## src/rtl/io_input_ctrl.sv

```systemverilog
// io_input_ctrl: board switch / push-button input peripheral.
// Each input is synchronised (2 flops), debounced, and button presses are
// latched as sticky events. A small register file (SW, BTN, EVT, IEN) is
// exposed to the LSU with registered reads, W1C event clearing and a level irq.
module io_input_ctrl #(
    parameter int unsigned DEBOUNCE_CYCLES = 4,
    parameter bit          BTN_ACTIVE_LOW  = 1'b0
) (
    input  logic        clk,
    input  logic        rst_n,
    input  logic [31:0] io_sw,
    input  logic [3:0]  io_btn,
    input  logic [3:0]  addr,
    input  logic        rd_en,
    input  logic        wr_en,
    input  logic [31:0] wr_data,
    output logic [31:0] rd_data,
    output logic        irq
);

    localparam int unsigned   CW       = $clog2(DEBOUNCE_CYCLES);
    localparam logic [CW-1:0] CNT_LAST = CW'(DEBOUNCE_CYCLES - 1);

    typedef enum logic [1:0] {
        REG_SW  = 2'd0,
        REG_BTN = 2'd1,
        REG_EVT = 2'd2,
        REG_IEN = 2'd3
    } reg_sel_e;

    logic [31:0]          sw_sync1_q, sw_sync1_d;
    logic [31:0]          sw_sync2_q, sw_sync2_d;
    logic [31:0]          sw_sync3_q, sw_sync3_d;
    logic [3:0]           btn_sync1_q, btn_sync1_d;
    logic [3:0]           btn_sync2_q, btn_sync2_d;
    logic [CW-1:0]        sw_cnt_q, sw_cnt_d;
    logic [3:0][CW-1:0]   btn_cnt_q, btn_cnt_d;
    logic [31:0]          sw_deb_q, sw_deb_d;
    logic [3:0]           btn_deb_q, btn_deb_d;
    logic [3:0]           btn_evt_q, btn_evt_d;
    logic [3:0]           irq_en_q, irq_en_d;
    logic [31:0]          rd_data_q, rd_data_d;
    logic                 irq_q, irq_d;

    logic [3:0]           btn_level;
    logic [3:0]           btn_rise;
    logic [3:0]           evt_clr;
    logic [31:0]          rd_mux;
    reg_sel_e             reg_sel;
    logic                 unused_bits;

    assign unused_bits = ^{addr[1:0], wr_data[31:4]};

    // Synchroniser chains; switches keep a third copy to detect any change.
    always_comb begin
        sw_sync1_d  = io_sw;
        sw_sync2_d  = sw_sync1_q;
        sw_sync3_d  = sw_sync2_q;
        btn_sync1_d = io_btn;
        btn_sync2_d = btn_sync1_q;
        btn_level   = BTN_ACTIVE_LOW ? ~btn_sync2_q : btn_sync2_q;
    end

    // Per-button debounce: commit after DEBOUNCE_CYCLES consecutive disagreeing samples.
    always_comb begin
        btn_deb_d = btn_deb_q;
        btn_cnt_d = '0;
        for (int unsigned i = 0; i < 4; i++) begin
            if (btn_level[i] != btn_deb_q[i]) begin
                if (btn_cnt_q[i] == CNT_LAST) begin
                    btn_deb_d[i] = btn_level[i];
                end else begin
                    btn_cnt_d[i] = btn_cnt_q[i] + CW'(1);
                end
            end
        end
    end

    // Shared switch debounce: any bit still moving restarts the whole-vector count.
    always_comb begin
        sw_deb_d = sw_deb_q;
        sw_cnt_d = '0;
        if ((sw_sync2_q == sw_sync3_q) && (sw_sync2_q != sw_deb_q)) begin
            if (sw_cnt_q == CNT_LAST) begin
                sw_deb_d = sw_sync2_q;
            end else begin
                sw_cnt_d = sw_cnt_q + CW'(1);
            end
        end
    end

    // Bus side: event set/clear, interrupt enable, registered read mux and irq.
    always_comb begin
        reg_sel   = reg_sel_e'(addr[3:2]);
        btn_rise  = btn_deb_d & ~btn_deb_q;
        evt_clr   = (wr_en && reg_sel == REG_EVT) ? wr_data[3:0] : '0;
        // set is OR-ed in after the clear so a same-edge press survives W1C
        btn_evt_d = (btn_evt_q & ~evt_clr) | btn_rise;
        irq_en_d  = (wr_en && reg_sel == REG_IEN) ? wr_data[3:0] : irq_en_q;
        rd_mux    = '0;
        case (reg_sel)
            REG_SW:  rd_mux = sw_deb_q;
            REG_BTN: rd_mux = {28'd0, btn_deb_q};
            REG_EVT: rd_mux = {28'd0, btn_evt_q};
            REG_IEN: rd_mux = {28'd0, irq_en_q};
            default: rd_mux = '0;
        endcase
        rd_data_d = rd_en ? rd_mux : '0;
        irq_d     = |(btn_evt_q & irq_en_q);
    end

    // State registers, all cleared asynchronously by reset.
    always_ff @(posedge clk or negedge rst_n) begin
        if (!rst_n) begin
            sw_sync1_q  <= '0;
            sw_sync2_q  <= '0;
            sw_sync3_q  <= '0;
            btn_sync1_q <= '0;
            btn_sync2_q <= '0;
            sw_cnt_q    <= '0;
            btn_cnt_q   <= '0;
            sw_deb_q    <= '0;
            btn_deb_q   <= '0;
            btn_evt_q   <= '0;
            irq_en_q    <= '0;
            rd_data_q   <= '0;
            irq_q       <= 1'b0;
        end else begin
            sw_sync1_q  <= sw_sync1_d;
            sw_sync2_q  <= sw_sync2_d;
            sw_sync3_q  <= sw_sync3_d;
            btn_sync1_q <= btn_sync1_d;
            btn_sync2_q <= btn_sync2_d;
            sw_cnt_q    <= sw_cnt_d;
            btn_cnt_q   <= btn_cnt_d;
            sw_deb_q    <= sw_deb_d;
            btn_deb_q   <= btn_deb_d;
            btn_evt_q   <= btn_evt_d;
            irq_en_q    <= irq_en_d;
            rd_data_q   <= rd_data_d;
            irq_q       <= irq_d;
        end
    end

    assign rd_data = rd_data_q;
    assign irq     = irq_q;

endmodule
```

## config.mk

```make
export PLATFORM = sky130hd
export DESIGN_NAME = io_input_ctrl
export DESIGN_NICKNAME = d
export VERILOG_FILES = /design/src/rtl/io_input_ctrl.sv
export SDC_FILE = /design/constraint.sdc
export NUM_CORES = 1
export LEC_CHECK = 0
export BUFFER_PORTS_ARGS = -buffer_cell sky130_fd_sc_hd__buf_4
export CAP_MARGIN = 20
export CORE_MARGIN = 5
export CORE_UTILIZATION = 50
export CTS_BUF_LIST = sky130_fd_sc_hd__clkbuf_16
export DETAILED_ROUTE_END_ITERATION = 6
export GPL_TIMING_DRIVEN = 0
export PLACE_DENSITY = 0.78
export SYNTH_ARGS = -nofsm -noshare
export SYNTH_HDL_FRONTEND = slang
export SYNTH_SLANG_ARGS = --single-unit
```

## constraint.sdc

```tcl
create_clock -name clk -period 5.9 [get_ports clk]
set_clock_uncertainty 0.15 [all_clocks]
set_input_delay 0.885 -clock clk [delete_from_list [all_inputs] [get_ports clk]]
set_output_delay 0.885 -clock clk [all_outputs]
set_load 0.005 [all_outputs]
```

==> impl_metrics.ini <==
[timing]
rsz0062_at_grt = no
fmax_mhz = 394
fin_crit_sh_pct = 43.0
drv_slew = 0
setup_violations = 0
timing.hold.ws_ns = 0.198
hold_violations = 0
setup_tns_ns = 0
period_minus_slack_ns = 2.54
worstMarginPinSlew_ns = 0.635
relSlewSlack_pct = 57.6

[logic_synthesis]
synth_ff_type = dfrtp_1
synth_area_um2 = 6650
syn_avg_cell_area_um2 = 16.3
yosys.area.top_type = dfrtp_1
synthTopCellsByArea = dfrtp_1 72%, mux2_4 6.8%, xnor2_1 4.7%
ys_ff_latch = 191
async_reset_ff_share_pct = 100
yosysTopAreaCellShare_pct = 71.9
yosysUniqueCellTypes = 24
synth_seq_area_share_pct = 71.9
synth_warnings = 0
synth_fp_nets = 488
synth-edff-count = 0
syn_inst = 407

[clocking]
cts.sinks = 191
cts_buffers = 17
cts_max_level = 4
holdBufCountCts = 0
root_buffer = clkbuf_16
clk_pin_slew_ns = 0.06
cts_setup_buffers = 0
cts_tree = done
clock_latency_ns = 0.43
cts.path.max_buffers = 2
cts_resized = 0

[power]
p_int_uw = 2130
pwr-share-seq_pct = 53.4
powerDensity_nw_per_um2 = 345
p_sw_uw = 638
clkPwrFrac_pct = 39.0
pwr-share-comb_pct = 7.7
switching_share_pct = 23.0
power.leakage_uw = 0.00395
max-vdd-ir-drop_mv = 0.194

[detailed_routing]
drtIter0Drc = 283
wl_per_cell_um = 17.0
dr_total_vias = 3388
detail_route.first_pass.iterations = 4
drc = 0
wl_mm = 11.8
drtAntennaViolNets = 0
avgViaCountPerCell = 4.90

[global_routing]
grt_start_max_net_pins = 127
grt-ovfl-total = 0
grt_use_total_pct = 16.2
grt_pass1_wl_mm = 19.5
grt_pass1_vias = 3824
antenna_found_initial = 0

[floorplanning]
die_x_um = 125
die_h_um = 125
dieArea_um2 = 15700
io_pins = 109
start_util_pct = 50.6
core_um2 = 13100
rows = 42

[critical_path]
cp-end-kind = flip-flop
cp.arrival_ns = 2.70
path_class = flip-flop to flip-flop
cp.required_ns = 6.06
start_kind = flip-flop
rr_startpoint = sw_sync2_q[23]
cp_max_fo = 10
crit_start = sw_sync2_q[23]

[placement]
io_buffers = 76
dpl.hpwl_mm = 7.88
place_congestion = 0.801

[finish]
syn2layout_area_growth_pct = 20.8
fin_nets = 585
layout_common_cells = 191 x dfrtp_1, 76 x buf_4, 36 x xnor2_1
diodes = 0
final_layout_size_suffix_gt1_share_pct = 29.1
layout_commonest_cell = dfrtp_1

[min_path]
hp-class = flip-flop to flip-flop
min-delay-start = sw_sync1_q[17]

[flow_run]
drv_cap = 0

[status]
outcome = finished clean
[state kept, by name, summed over array words and instances (netlist names)]
| signal | flops |
|---|---|
| rd_data | 32 |
| sw_sync2_q | 32 |
| irq_en_q | 4 |
| sw_sync3_q | 32 |
| btn_sync1_q | 4 |
| sw_cnt_q | 2 |
| btn_level | 4 |
| sw_deb_q | 32 |
| irq | 1 |
| btn_cnt_q | 8 |
| sw_sync1_q | 32 |
| btn_evt_q | 4 |
| btn_deb_q | 4 |
[cell usage after synthesis, drive strengths merged (3+ instances only)]
master / number
nor4: 10
xnor2: 36
dfrtp: 191
nand4: 10
o21ai: 8
nand2: 14
and2: 32
inv: 5
nor3: 5
mux2: 36
buf: 3
nor2b: 4
xor2: 32
ha: 5
clkbuf: 4
mux4: 4
[critical path, stage by stage (launching register included)]
cell and delay (ns):
dfrtp_1 0.42, xor2_1 0.17, nor4_1 0.45, nand4_1 0.23, o2111ai_2 0.43, buf_6 0.26, mux2_4 0.31
[cell families after synthesis]
group | count (synthesis) | share of synthesized area [%]
muxes | 40 | 9.14
DFF | 191 | 71.9
adders and majority gates | 5 | 0.941
AOI/OAI and AO/OA | 12 | 1.17
and+or+nand+nor | 79 | 6.92
xor gates and xnor gates | 68 | 8.95
buffers and inverters | 12 | 1.02
[metrics by stage]
stage,utilization (%),instances,worst slack [ns],power [µW],cell area (µm²)
final,61.2,692,3.36,2770,8040
after global routing,61.2,692,3.24,2890,8040
after CTS,61.2,692,3.33,2800,8040
after detailed placement,57.0,661,3.14,1710,7480
after global placement,56.6,659,2.73,1690,7440
after floorplan,-,407,3.72,1600,6650
[power by group through the flow]
| stage | logic [µW] | clock network (µW) | registers, µW |
|---|---|---|---|
| 5_1_grt | 240 | 1160 | 1490 |
| 3_3_place_gp | 198 | 0 | 1490 |
| 3_5_place_dp | 213 | 0 | 1500 |
| 6_report | 212 | 1080 | 1480 |
| 4_1_cts | 218 | 1100 | 1480 |
| 2_1_floorplan | 119 | 0 | 1480 |
[final timing paths]
check / endpoint / depth (start not counted) / slack [ns]
min in group asynchronous: rd_data[26] / 1 / 0.24
max in group asynchronous: sw_sync2_q[1] / 2 / 4.41
worst min register to register: sw_sync2_q[17] / 0 / 0.20
worst max register to register: sw_deb_q[8] / 6 / 3.36
worst max-delay path: sw_deb_q[8] / 6 / 3.36
worst min-delay path: sw_sync2_q[17] / 0 / 0.20
[area by class of cell]
type / instances / area [µm²]
tap: 176 / 220
sequential: 191 / 4780
fill: 991 / 5100
clock buffer: 17 / 425
multi-input combinational: 204 / 1800
clock inverter: 14 / 126
buffer: 7 / 48.8
timing repair buffer: 78 / 613
inverter: 5 / 18.8
[per-layer routing]
layer	track usage (%)	vias to the layer above	part of all wire [%]
met5	0	-	0
met4	7.02	0	1.8
met3	4.39	12	4.0
met2	26.7	75	52
met1	20.2	1760	43
li1	-	1541	-
Note: power is estimated with default switching activity, not from simulation.
